--- src/rtl/pc_sequencer.sv ---
// Program-counter sequencer: increment, (conditional) jump, call/return through a
// small LIFO stack, and halt. Addr is fully registered.
module pc_sequencer #(
    parameter int unsigned          ADDR_W     = 5,
    parameter int unsigned          STACK_D    = 4,
    parameter logic [ADDR_W-1:0]    RESET_ADDR = '0
) (
    input  logic              clk,
    input  logic              Reset,
    input  logic              En,
    input  logic              Jmp,
    input  logic [1:0]        JmpCond,
    input  logic [ADDR_W-1:0] Target,
    input  logic              Call,
    input  logic              Ret,
    input  logic              Halt,
    input  logic              CY,
    input  logic              AZero,
    output logic [ADDR_W-1:0] Addr,
    output logic              Halted,
    output logic              StackErr
);

    localparam int unsigned SP_W  = $clog2(STACK_D + 1);
    localparam int unsigned IDX_W = (STACK_D > 1) ? $clog2(STACK_D) : 1;

    typedef enum logic {
        RUN  = 1'b0,
        HALT = 1'b1
    } state_t;

    state_t            state;
    logic [SP_W-1:0]   sp;
    logic [SP_W-1:0]   sp_dec;
    logic [ADDR_W-1:0] stack_mem [STACK_D];
    logic [ADDR_W-1:0] addr_inc;
    logic [ADDR_W-1:0] stack_top;
    logic              full;
    logic              empty;
    logic              jmp_taken;
    logic              step;
    logic              push;

    // NOTE: every signal gets a default at the top of always_comb so no path
    // leaves it unassigned, which would otherwise infer a latch.
    always_comb begin
        addr_inc  = Addr + ADDR_W'(1);
        sp_dec    = sp - SP_W'(1);
        full      = (sp == SP_W'(STACK_D));
        empty     = (sp == '0);
        stack_top = stack_mem[sp_dec[IDX_W-1:0]];
        jmp_taken = 1'b1;
        unique case (JmpCond)
            2'b00:   jmp_taken = 1'b1;
            2'b01:   jmp_taken = CY;
            2'b10:   jmp_taken = !CY;
            default: jmp_taken = AZero;
        endcase
        step = !Reset && (state == RUN) && En;
        push = step && !Halt && !Ret && Call && !full;
    end

    // NOTE: the stack storage is deliberately not reset; sp==0 already marks it
    // empty, so clearing the entries would only add reset fan-out.
    always_ff @(posedge clk) begin
        if (push) begin
            stack_mem[sp[IDX_W-1:0]] <= addr_inc;
        end
    end

    // NOTE: sequential state uses non-blocking assignments so every register
    // samples the pre-edge values regardless of statement order.
    always_ff @(posedge clk) begin
        if (Reset) begin
            state    <= RUN;
            Addr     <= RESET_ADDR;
            sp       <= '0;
            Halted   <= 1'b0;
            StackErr <= 1'b0;
        end else if (step) begin
            if (Halt) begin
                state  <= HALT;
                Halted <= 1'b1;
            end else if (Ret) begin
                if (!empty) begin
                    Addr <= stack_top;
                    sp   <= sp_dec;
                end else begin
                    StackErr <= 1'b1;
                    Addr     <= addr_inc;
                end
            end else if (Call) begin
                // A call into a full stack is dropped and behaves as a plain step.
                if (!full) begin
                    Addr <= Target;
                    sp   <= sp + SP_W'(1);
                end else begin
                    StackErr <= 1'b1;
                    Addr     <= addr_inc;
                end
            end else if (Jmp && jmp_taken) begin
                Addr <= Target;
            end else begin
                Addr <= addr_inc;
            end
        end
    end

endmodule

--- config.mk ---
export PLATFORM = sky130hd
export DESIGN_NAME = pc_sequencer
export DESIGN_NICKNAME = d
export VERILOG_FILES = /design/src/rtl/pc_sequencer.sv
export SDC_FILE = /design/constraint.sdc
export NUM_CORES = 1
export LEC_CHECK = 0
export CAP_MARGIN = 20
export CORE_MARGIN = 3
export CORE_UTILIZATION = 40
export CTS_CLUSTER_SIZE = 30
export DETAILED_ROUTE_END_ITERATION = 8
export HOLD_SLACK_MARGIN = 0.03
export PLACE_DENSITY = 0.65
export SYNTH_ARGS = -nofsm -noshare
export SYNTH_HDL_FRONTEND = slang
export SYNTH_SLANG_ARGS = --single-unit
--- constraint.sdc ---
create_clock -name clk -period 3.35 [get_ports clk]
set_clock_uncertainty 0.1 [all_clocks]
set_input_delay 0.67 -clock clk [delete_from_list [all_inputs] [get_ports clk]]
set_output_delay 0.67 -clock clk [all_outputs]
set_load 0.05 [all_outputs]
**Yosys cells after proc, flatten, opt, wreduce, memory -nomap -nowiden**

Memory sizes are Yosys's and may differ from the RTL's.
Cells that the tools add are included.

- Equal/unequal tests: 6
- Muxes and demuxes: 16
- Add/sub/neg operators: 3
- Bitwise operators: 2
- Reduce and logical (&&, ||, !) cells: 20

Operator list:

| kind | number |
|---|---|
| $mux W5 | 5 |
| $mux W3 | 4 |
| $reduce_and A5 Y1 | 2 |
| $logic_and A1 B1 Y1 | 7 |
| $mux W1 | 6 |
| $add A5 B1 Y5 const B | 1 |
| $logic_not A1 Y1 | 5 |
| $ne A2 B2 Y1 const B | 2 |
| $reduce_and A2 Y1 | 2 |
| $reduce_bool A2 Y1 | 2 |
| $add A3 B1 Y3 const B | 1 |
| $eq A3 B3 Y1 const B | 1 |
| $logic_not A3 Y1 | 1 |
| $pmux W1 S3 | 1 |
| $sub A3 B1 Y3 const B | 1 |
| $eq A2 B1 Y1 const B | 1 |
| $eq A2 B2 Y1 const B | 1 |
| $logic_not A2 Y1 | 1 |
| $ne A2 B1 Y1 const B | 1 |
| $not A1 Y1 | 2 |

- Bits in writable memories: 20
- Memories kept: 1
- Register bits: 10
- Input port bits: 16
- Output and inout port bits: 7
- Logic and storage cells: 52

Memory list:

| name | depth | width | read ports | clocked after memory_dff | wr ports | line | source |
|---|---|---|---|---|---|---|---|
| stack_mem | 4 | 5 | 1 | 0 | 1 | 35 | `logic [ADDR_W-1:0] stack_mem [STACK_D];` |

**Longest topological paths before layout**

- Depth after elaboration: 9
- Gate-level depth with buffers: 9
- Mapped depth without buffers: 7

**Worst setup path before layout**

Ideal clock, no wire load.

- Path type: register to register
- From: register sp[0]
- To: register Addr[3]
- Path buffers: 2
- Required time: 3118 ps
- Stages on the path, launching flop included: 10
- Setup slack: 1114 ps
- Period minus slack after synthesis: 2236 ps
- Arrival: 2004 ps
- Library setup time: 132 ps
- Cell sequence: dfxtp_1 -> buf_6 -> inv_1 -> ha_1 -> clkbuf_1 -> mux4_2 -> and3_1 -> a211o_1 -> a221oi_2 -> nor3_1

- Cells in the longest elaborated chain, start to end: 4
- Elaborated cells on any way between the ends: 8
- Classes of those cells: add/sub: 1; eq/ne: 1; mux: 4; reduce/logical: 1; memory: 1

RTL lines:

| item | line | source |
|---|---|---|
| start, declared | 33 | `logic [SP_W-1:0] sp;` |
| start signal, assigned | 87 | `sp <= sp_dec;` |
| start signal, assigned | 96 | `sp <= sp + SP_W'(1);` |
| $sub A3 B1 Y3 / $eq A3 B3 Y1 (equally long branches) | 48, 49 |  |
| $mem_v2 Z4 W5 / $mux W5 (equally long branches) | -- |  |
| $mux W5, on equally long branches | 85, 92 |  |
| $mux W5 (*) | 84 | `end else if (Ret) begin` |
| end signal, assigned | 86 | `Addr <= stack_top;` |
| end signal, assigned | 90 | `Addr <= addr_inc;` |
| end signal, assigned | 95 | `Addr <= Target;` |
| end, declared | 19 | `output logic [ADDR_W-1:0] Addr,` |

Mark *: on every way between the ends. The rest lies on a longest branch, timed or not.
A chain may end at the register's enable or synchronous reset.

**Worst setup path in the final report**

Same ends and word-level chain as after synthesis.

==> reports/summary.txt <==
Run status: finished clean
Core area: 3490 um^2
Worst Setup End Kind: register
Initial antenna violation count: 0
Final setup TNS: 0 ps
Post-synth EDFFs: 20
Wire length of the first global-routing pass: 5.35 mm
Total Routed Length: 3.36 mm
Sink Count: 30
Top FF cell, synth: edfxtp_1
Reg clk slew, reported paths: 60 ps
Post-CTS sizing: 0
Final period utilization: 0.713
Die Wd: 67.4 um
Asr flop ratio synth: 0
CP Class: reg2reg
Synth area leader: edfxtp_1
LEAKAGE: 0.667 nW
H-tree levels: 2
Worst slew pin tran: 621 ps
Yosys cell types: 34
Mapped Cells: 121
Sequential area share after synthesis: 0.530
Average wire per standard cell: 17.2 um
Cell Area, Synth: 1510 um^2
Largest net degree at the start of global routing: 12
M3 GR Usage: 0.0566
Tmin final: 2390 ps
Max-cap viol count: 0
Yosys warns: 0
Routability cong.: 0.884
Average size of a mapped cell: 12.5 um^2
Setup Buffers After CTS: 0
Antenna diode instance count: 0
Area delta synth->final: 25.2%
Hold WC Path Type: reg2reg
Die Area: 4550 um^2
Power Total: 0.000878 W
Global Route Usage Sum: 0.170
Hold_buf cts: 0
Max frequency: 418 MHz
Largest cells by area after synthesis: edfxtp_1, dfxtp_1, mux4_1
Slew headroom: 0.583
TritonCTS Buffers: 5
Drc violations: 0
GR Util met1: 0.213
Vias in the first global route: 1084
CTS Buffer Depth: 2
Met2 Usage GRT: 0.264
HPWL after detailed placement: 2.49 mm
Number of fill cells: 295
Post-synth top cells: edfxtp_1, nor2_1, dfxtp_1
Die Y: 67.4 um
Num rows: 21
Area of the multi-input gates: 672 um^2
Final setup viols: 0
FF+latch area: 801 um^2
Most numerous cell in the Yosys netlist: edfxtp_1
Post-Syn Nets: 143
FF+latch count, synth: 30
Number of top-level pins: 23
Clock Latency Late Sink: 280 ps
CP startpoint kind: register
Pwr dens: 464 nW/um^2
Post-route ant nets: 0
Peak supply drop: 0.000219 V
CP Max Fanout: 9
Vias per cell: 5.62
Starting Density: 0.432
NumNets Final: 171
Gr ovfl total: 0
RSZ-0062 raised after global routing: false
Layout cells sized above 1: 0.107
Required @ worst endpoint: 3400 ps
DRT iter0 DRCs: 72
CTS tree: built
Drt pass-1 iters: 4
Critical path arrival: 2440 ps
Routed via count: 1096
Final slew viol count: 0
Gr busiest metal: met2
Clock Tree Root: clkbuf_8
Area share of the largest cell type after synthesis: 0.398
Port Buffer Count: 22
Final hold violations: 0
[report_power, final]
part	total (W)	leakage [nW]	internal (W)	switching, W
clock network	0.000343	0.0517	0.000214	0.000129
registers	0.000412	0.263	0.000405	0.00000711
logic	0.000123	0.353	0.0000520	0.0000709
[state kept, by name (all words and copies together) (netlist names)]
signal     count
state          1
sp             3
stack_mem     20
Addr           5
StackErr       1
[critical path, cell delays in order, from the launching register on]
cell and delay (ps):
dfxtp_1 320, buf_4 190, inv_1 100, ha_1 460, mux4_2 340, and3_1 190, a211o_1 270, a221oi_2 210
nor3_1 90
[metrics by stage]
step | utilization | instance area [um^2] | hold WS, ps | worst slack [ps] | std cells
3_5_place_dp | 0.512 | 1790 | 371 | 747 | 188
4_1_cts | 0.541 | 1890 | 386 | 972 | 195
2_1_floorplan | - | 1510 | 410 | 1110 | 121
6_report | 0.541 | 1890 | 382 | 960 | 195
5_1_grt | 0.541 | 1890 | 446 | 873 | 195
3_3_place_gp | 0.512 | 1790 | 372 | 785 | 188
[final timing paths]
| check | slack [ps] | from | to | depth (start not counted) |
|---|---|---|---|---|
| worst max-delay path | 960 | sp[0] | Addr[3] | 8 |
| worst min-delay path | 380 | StackErr | StackErr | 2 |
| worst max register to register | 960 | sp[0] | Addr[3] | 8 |
| worst min register to register | 380 | StackErr | StackErr | 2 |
[layout make-up]
class                           count  area share
Clock buffer                        5      0.0364
Tap cell                           46      0.0304
Timing Repair Buffer               25       0.128
Inverter                            4     0.00794
Sequential cell                    30       0.424
Clock inverter                      2      0.0179
Multi-Input combinational cell     83       0.355
[metal layers]
metal	share of wire	vias up	wire, um
met3	0.093	11	312
met2	0.48	58	1610
li1	-	513	-
met1	0.40	514	1350
met5	0	-	0
met4	0.026	0	89
[cell usage in the layout, fill, tap and decap left out, types with 5 or more instances in the layout]
cell type / netlist / final
a21oi_1: 6 / 6
clkbuf_8: 0 / 5
clkdlybuf4s50_1: 0 / 22
dfxtp_1: 10 / 10
edfxtp_1: 20 / 20
ha_1: 6 / 6
nand2_1: 8 / 8
nor2_1: 12 / 12
[kinds of logic (layout without fill, tap and decap cells)]
family | after synthesis | in the layout | synth area share
xor gates and xnor gates | 6 | 6 | 0.0348
and+or+nand+nor | 37 | 37 | 0.122
muxes | 10 | 10 | 0.119
DFF | 30 | 30 | 0.530
adders and majority gates | 6 | 6 | 0.0497
buffers and inverters | 8 | 36 | 0.0249
AOI/OAI and AO/OA | 24 | 24 | 0.119
(Power assumes the default switching activity.)
==> RTL edit: new RTL, same settings <==
Register the input `Target` before use, without a reset. The logic sees it one clock later. The other inputs are not delayed to match.
--- a/src/rtl/pc_sequencer.sv
+++ b/src/rtl/pc_sequencer.sv
@@ -28,6 +28,12 @@
         RUN  = 1'b0,
         HALT = 1'b1
     } state_t;
+
+    logic [ADDR_W-1:0] Target_q;
+
+    always_ff @(posedge clk) begin
+        Target_q <= Target;
+    end
 
     state_t            state;
     logic [SP_W-1:0]   sp;
@@ -92,14 +98,14 @@
             end else if (Call) begin
                 // A call into a full stack is dropped and behaves as a plain step.
                 if (!full) begin
-                    Addr <= Target;
+                    Addr <= Target_q;
                     sp   <= sp + SP_W'(1);
                 end else begin
                     StackErr <= 1'b1;
                     Addr     <= addr_inc;
                 end
             end else if (Jmp && jmp_taken) begin
-                Addr <= Target;
+                Addr <= Target_q;
             end else begin
                 Addr <= addr_inc;
             end
Behaviour: not the same (a bounded check fails within 4 cycles, from zero or initial values and one cycle with Reset high).
==> RTL edit against the unedited design <==
  * Register-to-register slack better by 100 ps
  * Wire length up 4.1%
  * Sequential cell count rose by 5
  * Sequential share of layout area is 1.7 points higher
  * Hold slack is essentially flat
  * Final area rose by 8.3%
  * Synthesized area rose by 10%
  * Die area is 9.3% higher
  * Worst setup slack got worse by 110 ps
  * Total power grew 19%
  * Utilization is 0.60 points lower
  * Critical endpoint is now stack_mem[2][0]
  * Largest power group unchanged
  * Highest routed layer unchanged
==> RTL edit: results (changes against the unedited design) <==
metric,value,unit,change
dpl.hpwl,2.66,mm,+6.8%
netlist_instances,138,,+14%
crit_family,simple AND/OR/NAND/NOR gates,,
num-multi-input-gates,94,,+13%
drt_iter0_drc,52,,-28%
peakVddDrop,405,uV,+85%
synth-seq-area-share,54.1,%,+1.1 points
area_share_clock_buf_inv,6.48,%,+1.1 points
drt-total-wl,3.50,mm,+4.1%
nets,185,,+8.2%
reg2reg_slack,1060,ps,+100 ps
regArea,901,um2,+13%
worst_slew_pin_slew,547,ps,-74.3 ps
met3_length,149,um,-52%
grt_usage,15.7,%,-1.3 points
wl_met1,1.63,mm,+20%
synthXorXnorAreaFrac,3.16,%,-0.32 points
gp_congestion,0.837,,-5.4%
synth_fp_nets,160,,+12%
synth_area_leaders,"edfxtp_1 36%, dfxtp_1 18%, mux2i_1 6.0%",,
place_area,1910,um2,+7.1%
r2r_end,stack_mem[2][0],,
fill_cells,321,,+8.8%
synth_compound_area_share,12.0,%,+0.024 points
synth.mux.area_fraction,8.72,%,-3.2 points
synth_top_cells_by_count,"20 x edfxtp_1, 15 x dfxtp_1, 13 x nand2_1",,
synth_cell_type_count,32,,-5.9%
nNonClkBuffers,23,,-8.0%
buf_share,11.1,%,-1.7 points
vias,1121,,+2.3%
fin_area,2050,um2,+8.3%
worstSetupStartpoint,Reset,,
synth_fa_ha_area_share,4.51,%,-0.46 points
cpMaxStageDelayCell,clkdlybuf4s50_1,,
arrival,2380,ps,-60 ps
multi_input_area_share,34.7,%,-0.82 points
syn_avg_cell_area,12.1,um2,-3.4%
clockBufferCount,6,,+1
outcome,"complete, no violations",,
drive_gt1_share,9.76,%,-0.98 points
RTL edit: cell count changes in the layout (fill, tap and decap cells not counted), moves of 4 or more:
cell	unedited run	this run
mux2i_1	3	10
dfxtp_1	10	15
nand2_1	8	13
a311oi_1	4	0
a31oi_1	1	5
mux4_1	4	0
RTL edit: how the worst min path moves through the flow:
stage	endpoint	cells after the start	from	slack (ps)
finish	StackErr	2	StackErr	380
CTS	StackErr	2	StackErr	390
global route	StackErr	2	StackErr	420
global placement	StackErr	2	StackErr	390
detailed placement	StackErr	2	StackErr	370
floorplan	Addr[2]	2	Target_q[2]	360
RTL edit: power by group through the flow:
stage / logic, W / clock network, W / registers (W)
2_1_floorplan: 0.0000591 / 0 / 0.000505
3_3_place_gp: 0.000124 / 0 / 0.000487
3_5_place_dp: 0.000126 / 0 / 0.000487
4_1_cts: 0.000127 / 0.000451 / 0.000478
5_1_grt: 0.000135 / 0.000471 / 0.000479
6_report: 0.000126 / 0.000441 / 0.000478
